## src/rtl/muldiv_pkg.sv

```systemverilog
`default_nettype none
// ============================================================================
// Module   : muldiv_pkg
// Purpose  : Shared opcode encodings, FSM state encoding and result constants
//            for the EX-stage multiply/divide controller.
// Contents : MD_* opcodes, md_state_e, DIV0_LO
// Revision : 1.0 - initial release
// ============================================================================
package muldiv_pkg;

    // Mul/div opcode encodings carried on i_md_op
    localparam logic [1:0] MD_MULT  = 2'b00;
    localparam logic [1:0] MD_MULTU = 2'b01;
    localparam logic [1:0] MD_DIV   = 2'b10;
    localparam logic [1:0] MD_DIVU  = 2'b11;

    // Controller state encoding
    typedef enum logic [1:0] {
        ST_IDLE = 2'd0,
        ST_CALC = 2'd1,
        ST_FIX  = 2'd2,
        ST_DONE = 2'd3
    } md_state_e;

    // LO value produced by a divide by zero
    localparam logic [31:0] DIV0_LO = 32'hFFFF_FFFF;

endpackage : muldiv_pkg
`default_nettype wire

```

## src/rtl/ex_muldiv_core.sv

```systemverilog
`default_nettype none
// ============================================================================
// Module   : ex_muldiv_core
// Purpose  : One radix-2 iteration of the mul/div datapath, purely
//            combinational. The accumulator {hi,lo} is shared:
//              multiply : hi = partial product, lo = remaining multiplier bits
//              divide   : hi = partial remainder, lo = dividend/quotient bits
// Ports    : i_is_div  - select restoring-divide step (else shift-add)
//            i_acc_hi  - accumulator upper half
//            i_acc_lo  - accumulator lower half
//            i_opnd    - multiplicand (multiply) or divisor (divide) magnitude
//            o_acc_hi  - next accumulator upper half
//            o_acc_lo  - next accumulator lower half
// Revision : 1.0 - initial release
// ============================================================================
module ex_muldiv_core #(
    parameter int NB_REG = 32
) (
    input  logic              i_is_div,
    input  logic [NB_REG-1:0] i_acc_hi,
    input  logic [NB_REG-1:0] i_acc_lo,
    input  logic [NB_REG-1:0] i_opnd,
    output logic [NB_REG-1:0] o_acc_hi,
    output logic [NB_REG-1:0] o_acc_lo
);

    logic [NB_REG:0] w_sum;
    logic [NB_REG:0] w_mul_upper;
    logic [NB_REG:0] w_rem_sh;
    logic [NB_REG:0] w_diff;

    always_comb begin
        // Shift-add: conditionally add the multiplicand, then shift the
        // 2*NB_REG+1 bit {carry,hi,lo} right by one.
        w_sum       = {1'b0, i_acc_hi} + {1'b0, i_opnd};
        w_mul_upper = i_acc_lo[0] ? w_sum : {1'b0, i_acc_hi};

        // Restoring divide: shift the next dividend bit into the remainder
        // and keep the difference only when it does not go negative.
        w_rem_sh = {i_acc_hi, i_acc_lo[NB_REG-1]};
        w_diff   = w_rem_sh - {1'b0, i_opnd};

        if (i_is_div) begin
            if (!w_diff[NB_REG]) begin
                o_acc_hi = w_diff[NB_REG-1:0];
                o_acc_lo = {i_acc_lo[NB_REG-2:0], 1'b1};
            end else begin
                o_acc_hi = w_rem_sh[NB_REG-1:0];
                o_acc_lo = {i_acc_lo[NB_REG-2:0], 1'b0};
            end
        end else begin
            o_acc_hi = w_mul_upper[NB_REG:1];
            o_acc_lo = {w_mul_upper[0], i_acc_lo[NB_REG-1:1]};
        end
    end

endmodule : ex_muldiv_core
`default_nettype wire

```

## src/rtl/ex_muldiv_ctrl.sv

```systemverilog
`default_nettype none
// ============================================================================
// Module   : ex_muldiv_ctrl
// Purpose  : Iterative MULT/MULTU/DIV/DIVU controller for the EX stage; owns
//            the HI/LO pair and stalls the front of the pipe while running.
// Ports    : i_clk, i_rst_n       - clock, async active-low reset
//            i_start, i_md_op     - mul/div request and opcode
//            i_rs_data, i_rt_data - forwarded operands
//            i_wr_hi, i_wr_lo     - MTHI/MTLO enables, data on i_wdata
//            i_flush              - synchronous abort
//            o_stall              - freeze IF/ID/EX (combinational)
//            o_busy, o_done       - registered status
//            o_hi, o_lo           - architectural HI/LO
// Revision : 1.0 - initial release
// ============================================================================
module ex_muldiv_ctrl
    import muldiv_pkg::*;
#(
    parameter int NB_REG  = 32,
    parameter int NB_CNT  = 6,
    parameter int NB_MDOP = 2
) (
    input  logic               i_clk,
    input  logic               i_rst_n,
    input  logic               i_start,
    input  logic [NB_MDOP-1:0] i_md_op,
    input  logic [NB_REG-1:0]  i_rs_data,
    input  logic [NB_REG-1:0]  i_rt_data,
    input  logic               i_wr_hi,
    input  logic               i_wr_lo,
    input  logic [NB_REG-1:0]  i_wdata,
    input  logic               i_flush,
    output logic               o_stall,
    output logic               o_busy,
    output logic               o_done,
    output logic [NB_REG-1:0]  o_hi,
    output logic [NB_REG-1:0]  o_lo
);

    md_state_e           r_state_q,  w_state_d;
    logic [NB_CNT-1:0]   r_cnt_q,    w_cnt_d;
    logic                r_is_div_q, w_is_div_d;
    logic                r_neg_q,    w_neg_d;     // operand signs differ
    logic                r_rs_neg_q, w_rs_neg_d;  // dividend negative
    logic                r_div0_q,   w_div0_d;
    logic [NB_REG-1:0]   r_opnd_q,   w_opnd_d;
    logic [NB_REG-1:0]   r_rs_q,     w_rs_d;      // raw dividend for div-by-0
    logic [NB_REG-1:0]   r_acc_hi_q, w_acc_hi_d;
    logic [NB_REG-1:0]   r_acc_lo_q, w_acc_lo_d;
    logic [NB_REG-1:0]   r_hi_q,     w_hi_d;
    logic [NB_REG-1:0]   r_lo_q,     w_lo_d;
    logic                r_busy_q,   w_busy_d;
    logic                r_done_q,   w_done_d;

    logic                w_accept;
    logic                w_op_div;
    logic                w_op_signed;
    logic                w_rs_neg;
    logic                w_rt_neg;
    logic [NB_REG-1:0]   w_rs_mag;
    logic [NB_REG-1:0]   w_rt_mag;
    logic [2*NB_REG-1:0] w_prod;
    logic [2*NB_REG-1:0] w_prod_fix;
    logic [NB_REG-1:0]   w_quo_fix;
    logic [NB_REG-1:0]   w_rem_fix;
    logic [2*NB_REG-1:0] w_res;
    logic [NB_REG-1:0]   w_step_hi;
    logic [NB_REG-1:0]   w_step_lo;

    ex_muldiv_core #(
        .NB_REG (NB_REG)
    ) u_core (
        .i_is_div (r_is_div_q),
        .i_acc_hi (r_acc_hi_q),
        .i_acc_lo (r_acc_lo_q),
        .i_opnd   (r_opnd_q),
        .o_acc_hi (w_step_hi),
        .o_acc_lo (w_step_lo)
    );

    always_comb begin
        w_accept    = (r_state_q == ST_IDLE) && i_start && !i_flush;
        w_op_div    = (i_md_op == MD_DIV)  || (i_md_op == MD_DIVU);
        w_op_signed = (i_md_op == MD_MULT) || (i_md_op == MD_DIV);
        w_rs_neg    = w_op_signed && i_rs_data[NB_REG-1];
        w_rt_neg    = w_op_signed && i_rt_data[NB_REG-1];
        w_rs_mag    = w_rs_neg ? -i_rs_data : i_rs_data;
        w_rt_mag    = w_rt_neg ? -i_rt_data : i_rt_data;

        // Sign correction of the magnitude result
        w_prod     = {r_acc_hi_q, r_acc_lo_q};
        w_prod_fix = r_neg_q    ? -w_prod     : w_prod;
        w_quo_fix  = r_neg_q    ? -r_acc_lo_q : r_acc_lo_q;
        w_rem_fix  = r_rs_neg_q ? -r_acc_hi_q : r_acc_hi_q;

        if (!r_is_div_q) begin
            w_res = w_prod_fix;
        end else if (r_div0_q) begin
            w_res = {r_rs_q, NB_REG'(DIV0_LO)};
        end else begin
            w_res = {w_rem_fix, w_quo_fix};
        end
    end

    always_comb begin
        w_state_d  = r_state_q;
        w_cnt_d    = r_cnt_q;
        w_is_div_d = r_is_div_q;
        w_neg_d    = r_neg_q;
        w_rs_neg_d = r_rs_neg_q;
        w_div0_d   = r_div0_q;
        w_opnd_d   = r_opnd_q;
        w_rs_d     = r_rs_q;
        w_acc_hi_d = r_acc_hi_q;
        w_acc_lo_d = r_acc_lo_q;
        w_hi_d     = r_hi_q;
        w_lo_d     = r_lo_q;

        case (r_state_q)
            ST_IDLE: begin
                if (w_accept) begin
                    w_state_d  = ST_CALC;
                    w_cnt_d    = '0;
                    w_is_div_d = w_op_div;
                    w_neg_d    = w_rs_neg ^ w_rt_neg;
                    w_rs_neg_d = w_rs_neg;
                    w_div0_d   = (i_rt_data == '0);
                    w_rs_d     = i_rs_data;
                    w_acc_hi_d = '0;
                    // Multiply shifts the multiplier out of lo; divide
                    // shifts the dividend out of lo.
                    w_acc_lo_d = w_op_div ? w_rs_mag : w_rt_mag;
                    w_opnd_d   = w_op_div ? w_rt_mag : w_rs_mag;
                end
            end
            ST_CALC: begin
                w_acc_hi_d = w_step_hi;
                w_acc_lo_d = w_step_lo;
                w_cnt_d    = r_cnt_q + NB_CNT'(1);
                if (r_cnt_q == NB_CNT'(NB_REG - 1)) begin
                    w_state_d = ST_FIX;
                end
            end
            ST_FIX: begin
                w_state_d = ST_DONE;
                // Result commits on the DONE-entry edge unless aborted
                if (!i_flush) begin
                    w_hi_d = w_res[2*NB_REG-1:NB_REG];
                    w_lo_d = w_res[NB_REG-1:0];
                end
            end
            ST_DONE: begin
                w_state_d = ST_IDLE;
            end
            default: begin
                w_state_d = ST_IDLE;
            end
        endcase

        if (i_flush) begin
            w_state_d = ST_IDLE;
        end

        // MTHI/MTLO take priority over a coincident result write
        if (i_wr_hi) begin
            w_hi_d = i_wdata;
        end
        if (i_wr_lo) begin
            w_lo_d = i_wdata;
        end

        w_busy_d = (w_state_d != ST_IDLE);
        w_done_d = (w_state_d == ST_DONE);
    end

    always_ff @(posedge i_clk or negedge i_rst_n) begin
        if (!i_rst_n) begin
            r_state_q  <= ST_IDLE;
            r_cnt_q    <= '0;
            r_is_div_q <= 1'b0;
            r_neg_q    <= 1'b0;
            r_rs_neg_q <= 1'b0;
            r_div0_q   <= 1'b0;
            r_opnd_q   <= '0;
            r_rs_q     <= '0;
            r_acc_hi_q <= '0;
            r_acc_lo_q <= '0;
            r_hi_q     <= '0;
            r_lo_q     <= '0;
            r_busy_q   <= 1'b0;
            r_done_q   <= 1'b0;
        end else begin
            r_state_q  <= w_state_d;
            r_cnt_q    <= w_cnt_d;
            r_is_div_q <= w_is_div_d;
            r_neg_q    <= w_neg_d;
            r_rs_neg_q <= w_rs_neg_d;
            r_div0_q   <= w_div0_d;
            r_opnd_q   <= w_opnd_d;
            r_rs_q     <= w_rs_d;
            r_acc_hi_q <= w_acc_hi_d;
            r_acc_lo_q <= w_acc_lo_d;
            r_hi_q     <= w_hi_d;
            r_lo_q     <= w_lo_d;
            r_busy_q   <= w_busy_d;
            r_done_q   <= w_done_d;
        end
    end

    assign o_stall = w_accept || (r_state_q == ST_CALC) || (r_state_q == ST_FIX);
    assign o_busy  = r_busy_q;
    assign o_done  = r_done_q;
    assign o_hi    = r_hi_q;
    assign o_lo    = r_lo_q;

endmodule : ex_muldiv_ctrl
`default_nettype wire

```

## config.mk

```make
export PLATFORM = sky130hd
export DESIGN_NAME = ex_muldiv_ctrl
export DESIGN_NICKNAME = d
export VERILOG_FILES = /design/src/rtl/muldiv_pkg.sv /design/src/rtl/ex_muldiv_core.sv /design/src/rtl/ex_muldiv_ctrl.sv
export SDC_FILE = /design/constraint.sdc
export NUM_CORES = 1
export LEC_CHECK = 0
export BUFFER_PORTS_ARGS = -buffer_cell sky130_fd_sc_hd__buf_2
export CAP_MARGIN = 20
export CORE_ASPECT_RATIO = 0.5
export CORE_UTILIZATION = 35
export CTS_CLUSTER_DIAMETER = 60
export DETAILED_ROUTE_END_ITERATION = 8
export PLACE_DENSITY_LB_ADDON = 0.08
export SYNTH_ARGS = -nofsm -noshare
export SYNTH_HDL_FRONTEND = slang
export SYNTH_HIERARCHICAL = 1
export SYNTH_SLANG_ARGS = --single-unit
```

## constraint.sdc

```tcl
create_clock -name i_clk -period 7.01 [get_ports i_clk]
set_input_delay 0 -clock i_clk [delete_from_list [all_inputs] [get_ports i_clk]]
set_output_delay 0 -clock i_clk [all_outputs]
set_load 0.05 [all_outputs]
```

==> impl_metrics.yaml <==
detailed_routing:
  drt_drc_violations_left: 0
  via_count: 18700
  vias_per_cell: 5.863
  first_pass_iters: 5
  wirelength_mm: 75.05
  post_drt_wl_per_cell_um: 23.53
  ant_nets: 0
  drtIter0Drc: 1863
logic_synthesis:
  synth_area_um2: 17820
  yosys.area.top_type: "dfrtp_1"
  synth.area.top_cells: "dfrtp_1 29%, nand2_1 7.3%, xnor2_1 5.1%, a21oi_1 4.9%, ha_1 4.8%"
  syn_area_per_cell_um2: 7.745
  syn_nets: 2476
  synth_cells: 2301
  synth-edff-count: 0
  synth_seq_area_share_pct: 28.93
  synth-seq-cells: 206
  synth_warnings: 6
  yosys.area.top_type_share_pct: 28.93
  synthArstFlopShare_pct: 100.0
  synthFlopType: "dfrtp_1"
  ys_types: 87
outcome:
  status: "completed"
die:
  die_y_um: 161.6
  initial_core_util_pct: 35.49
  ios: 171
  std_cell_rows: 58
  die_area_um2: 51880
  core_um2: 50220
  die_w_um: 321.1
timing:
  fmax_mhz: 205.9
  min_period_ns: 4.858
  holdWs_ns: 0.04396
  finalSetupTns_ns: 0
  setup_viol: 0
  maxSlewViolCount: 0
  skew_ns: 0.01228
  rsz0062_at_grt: "no"
  timing.final.crit_share_pct: 69.30
  slew_headroom_pct: 24.17
  worstMarginPinSlew_ns: 1.123
  hold_viol: 0
layout:
  finalNetCount: 2652
  layout.cells.non_filler: 3189
  layout-drive-gt1-share_pct: 13.02
  fin_area_um2: 21150
  area_growth_syn_to_layout_pct: 18.67
global_routing:
  grt_max_degree: 124
  grt_pass1_wl_mm: 111.7
  antenna_found_initial: 2
  grt_use_total_pct: 28.17
  grt_overflow: 0
  grt_pass1_vias: 17360
setup_path:
  arrival_ns: 5.31
  path_max_fanout: 36
  rr_endpoint: "r_acc_hi_q[19]$_DFFE_PN0P_"
  cp_slowest_cell: "and2_2"
  cpPeakStageDelay_ns: 0.99
  crit_path_start: "r_acc_hi_q[2]$_DFFE_PN0P_"
  endpoint: "r_acc_hi_q[19]$_DFFE_PN0P_"
  required_ns: 7.46
  reg2reg_from: "r_acc_hi_q[2]$_DFFE_PN0P_"
  cp_cell_sequence: "ha_1, o211ai_1, a21oi_1, a2111oi_0, o21a_1, nor3_2, o211ai_1, mux2i_1, and2_2, mux2i_1, a22oi_1, nand2_1, nand2_1"
  critPathLaunchType: "register"
  reg2regPathDepth: 13
  cp.depth: 13
  rrSetupSlack_ns: 2.15
  crit_path_end_kind: "register"
  crit_buf_inv: 0
  crit_type: "register to register"
  crit_family: "compound AO/OA/AOI/OAI gates"
min_path:
  hold_class: "primary input to register"
  hp-start: "i_rt_data[4]"
power:
  powerDensity_nw_per_um2: 395.4
  peakVddDrop_v: 0.0002618
  fin_total_pwr_mw: 8.362
  leakage_nw: 9.137
placed_design:
  gp_congestion: 0.9599
  place_area_um2: 19300
  dp_hpwl_mm: 55.02
  portBuffers: 170
  dp.cells: 3044
cts:
  htree_num_levels: 1
  cts_tree: "done"
  cts-root-buf: "clkbuf_16"
  cts.clk_slew.worst_paths_ns: 0.06
  cts.path.max_buffers: 3
  post_cts_resized: 0
  cts_buffers: 27
  clk_latency_ns: 0.56
  cts_sinks: 206
job:
  maxCapViolCount: 0
[registers in the layout (all words and copies together), names as in the netlist]
register	cells
o_hi	32
o_lo	32
r_acc_hi_q	32
r_acc_lo_q	32
r_opnd_q	32
r_rs_q	32
r_cnt_q	6
r_state_q	2
o_busy	1
o_done	1
r_div0_q	1
r_is_div_q	1
r_neg_q	1
r_rs_neg_q	1
[tightest hold or removal path, stage by stage]
cell and delay (ns):
buf_2 0.11, xnor2_1 0.12, nor2_1 0.10, a21oi_1 0.08, o21ai_0 0.15
[cell usage in the layout, fill, tap and decap left out, types with 7 or more instances in the layout]
cell type        n
ha_1            69
o41ai_1         24
a21oi_1        175
mux2i_1         43
o31ai_1         37
buf_2          169
nor4_1          21
nand2b_1        21
o21a_1          10
o21ai_1         11
a221o_1         10
a211oi_1        31
a22oi_1         17
mux2_2          30
nand3b_1         7
o221ai_1        38
xnor2_1        104
a221oi_1        18
or2_2            8
nand3_1         68
clkbuf_16       27
nand4_1         16
o211ai_1        15
inv_1           65
nor3_1          47
o22ai_1         36
dfrtp_1        203
and2_1           8
nor2b_1         30
nand2_1        346
xor2_1          80
buf_4           42
and3_1          41
a21o_1          20
or4_1           13
a31oi_1         21
o21ai_0        172
nor2_1         143
dlygate4sd3_1   94
or3_1           34
[final cells by class]
| cell class | count | area, um^2 |
|---|---|---|
| Antenna cell | 3 | 7.507 |
| Clock buffer | 34 | 732.0 |
| Clock inverter | 14 | 163.9 |
| Fill cell | 5175 | 29070 |
| Inverter | 68 | 255.2 |
| Multi-Input combinational cell | 1866 | 11800 |
| Sequential cell | 206 | 5161 |
| Tap cell | 690 | 863.3 |
| Timing Repair Buffer | 308 | 2165 |
[where the power goes]
part           switching, mW  leakage, nW  total, mW  internal [mW]
registers              0.582         2.56       2.03           1.45
clock network          0.600        0.434       1.45          0.849
logic                   2.98         6.14       4.88           1.90
[through the flow]
step	setup slack [ns]	utilization [%]
after floorplan	3.542	-
after global placement	2.384	38.38
after detailed placement	2.160	38.44
after CTS	2.118	42.10
after global routing	1.735	42.10
final	2.152	42.11
[repair_timing]
item,in CTS,in global routing
endpoints found under the hold margin,227,0
buffers inserted,0,0
hold buffers,94,0
[cell families (layout without fill, tap and decap cells)]
logic type      Yosys count  after routing  synth area share [%]
flops                   206            206                 28.93
simple gates            838            838                 22.33
other cells               0              3                     0
mux                      74             74                 4.374
xor+xnor                184            184                 9.043
compound gates          699            699                 25.27
buf+inv                 229            424                 4.992
fa+ha+maj                71             71                 5.069
[cell usage after synthesis, drive strengths merged, types with 4 or more instances]
cell type and count:
a41oi 5, o31ai 37, a211o 4, a21o 22, nor2b 31, a211oi 31, a221oi 19, nor3b 4
or2 13, o41ai 25, mux2 31, xnor2 104, nand3 68, o21ai 183, and2 9, nand2b 22
clkbuf 146, or3 34, ha 69, buf 15, o311ai 6, a22oi 18, inv 66, mux2i 43
nor3 48, o21bai 6, nand3b 7, a21oi 176, o221ai 38, o22ai 36, nand4 16, nor2 144
nor4 22, nor4b 5, o211ai 15, nand2 346, o21a 11, xor2 80, and3 41, o32ai 5
and4 4, dfrtp 206, a31oi 21, or4 16, a221o 10
[how the worst min path moves through the flow]
stage | endpoint | slack [ns] | depth (start not counted)
floorplan | o_busy$_DFF_PN0_ | -0.30 | 0
global placement | o_lo[8]$_DFFE_PN0P_ | 0.08 | 1
detailed placement | o_lo[8]$_DFFE_PN0P_ | 0.07 | 1
CTS | r_opnd_q[4]$_DFFE_PN0P_ | 0.0007 | 5
global route | r_opnd_q[9]$_DFFE_PN0P_ | 0.06 | 4
finish | r_opnd_q[4]$_DFFE_PN0P_ | 0.04 | 5
[routing by layer]
layer | GRT usage, % | part of all wire (%) | vias to the layer above
met1 | 44.33 | 50 | 9162
met4 | 4.567 | 1.7 | 0
met3 | 4.702 | 7.9 | 84
li1 | - | - | 8748
met5 | 0 | 0 | -
met2 | 39.95 | 40 | 703
No activity file was read; power rests on OpenSTA's default activity.
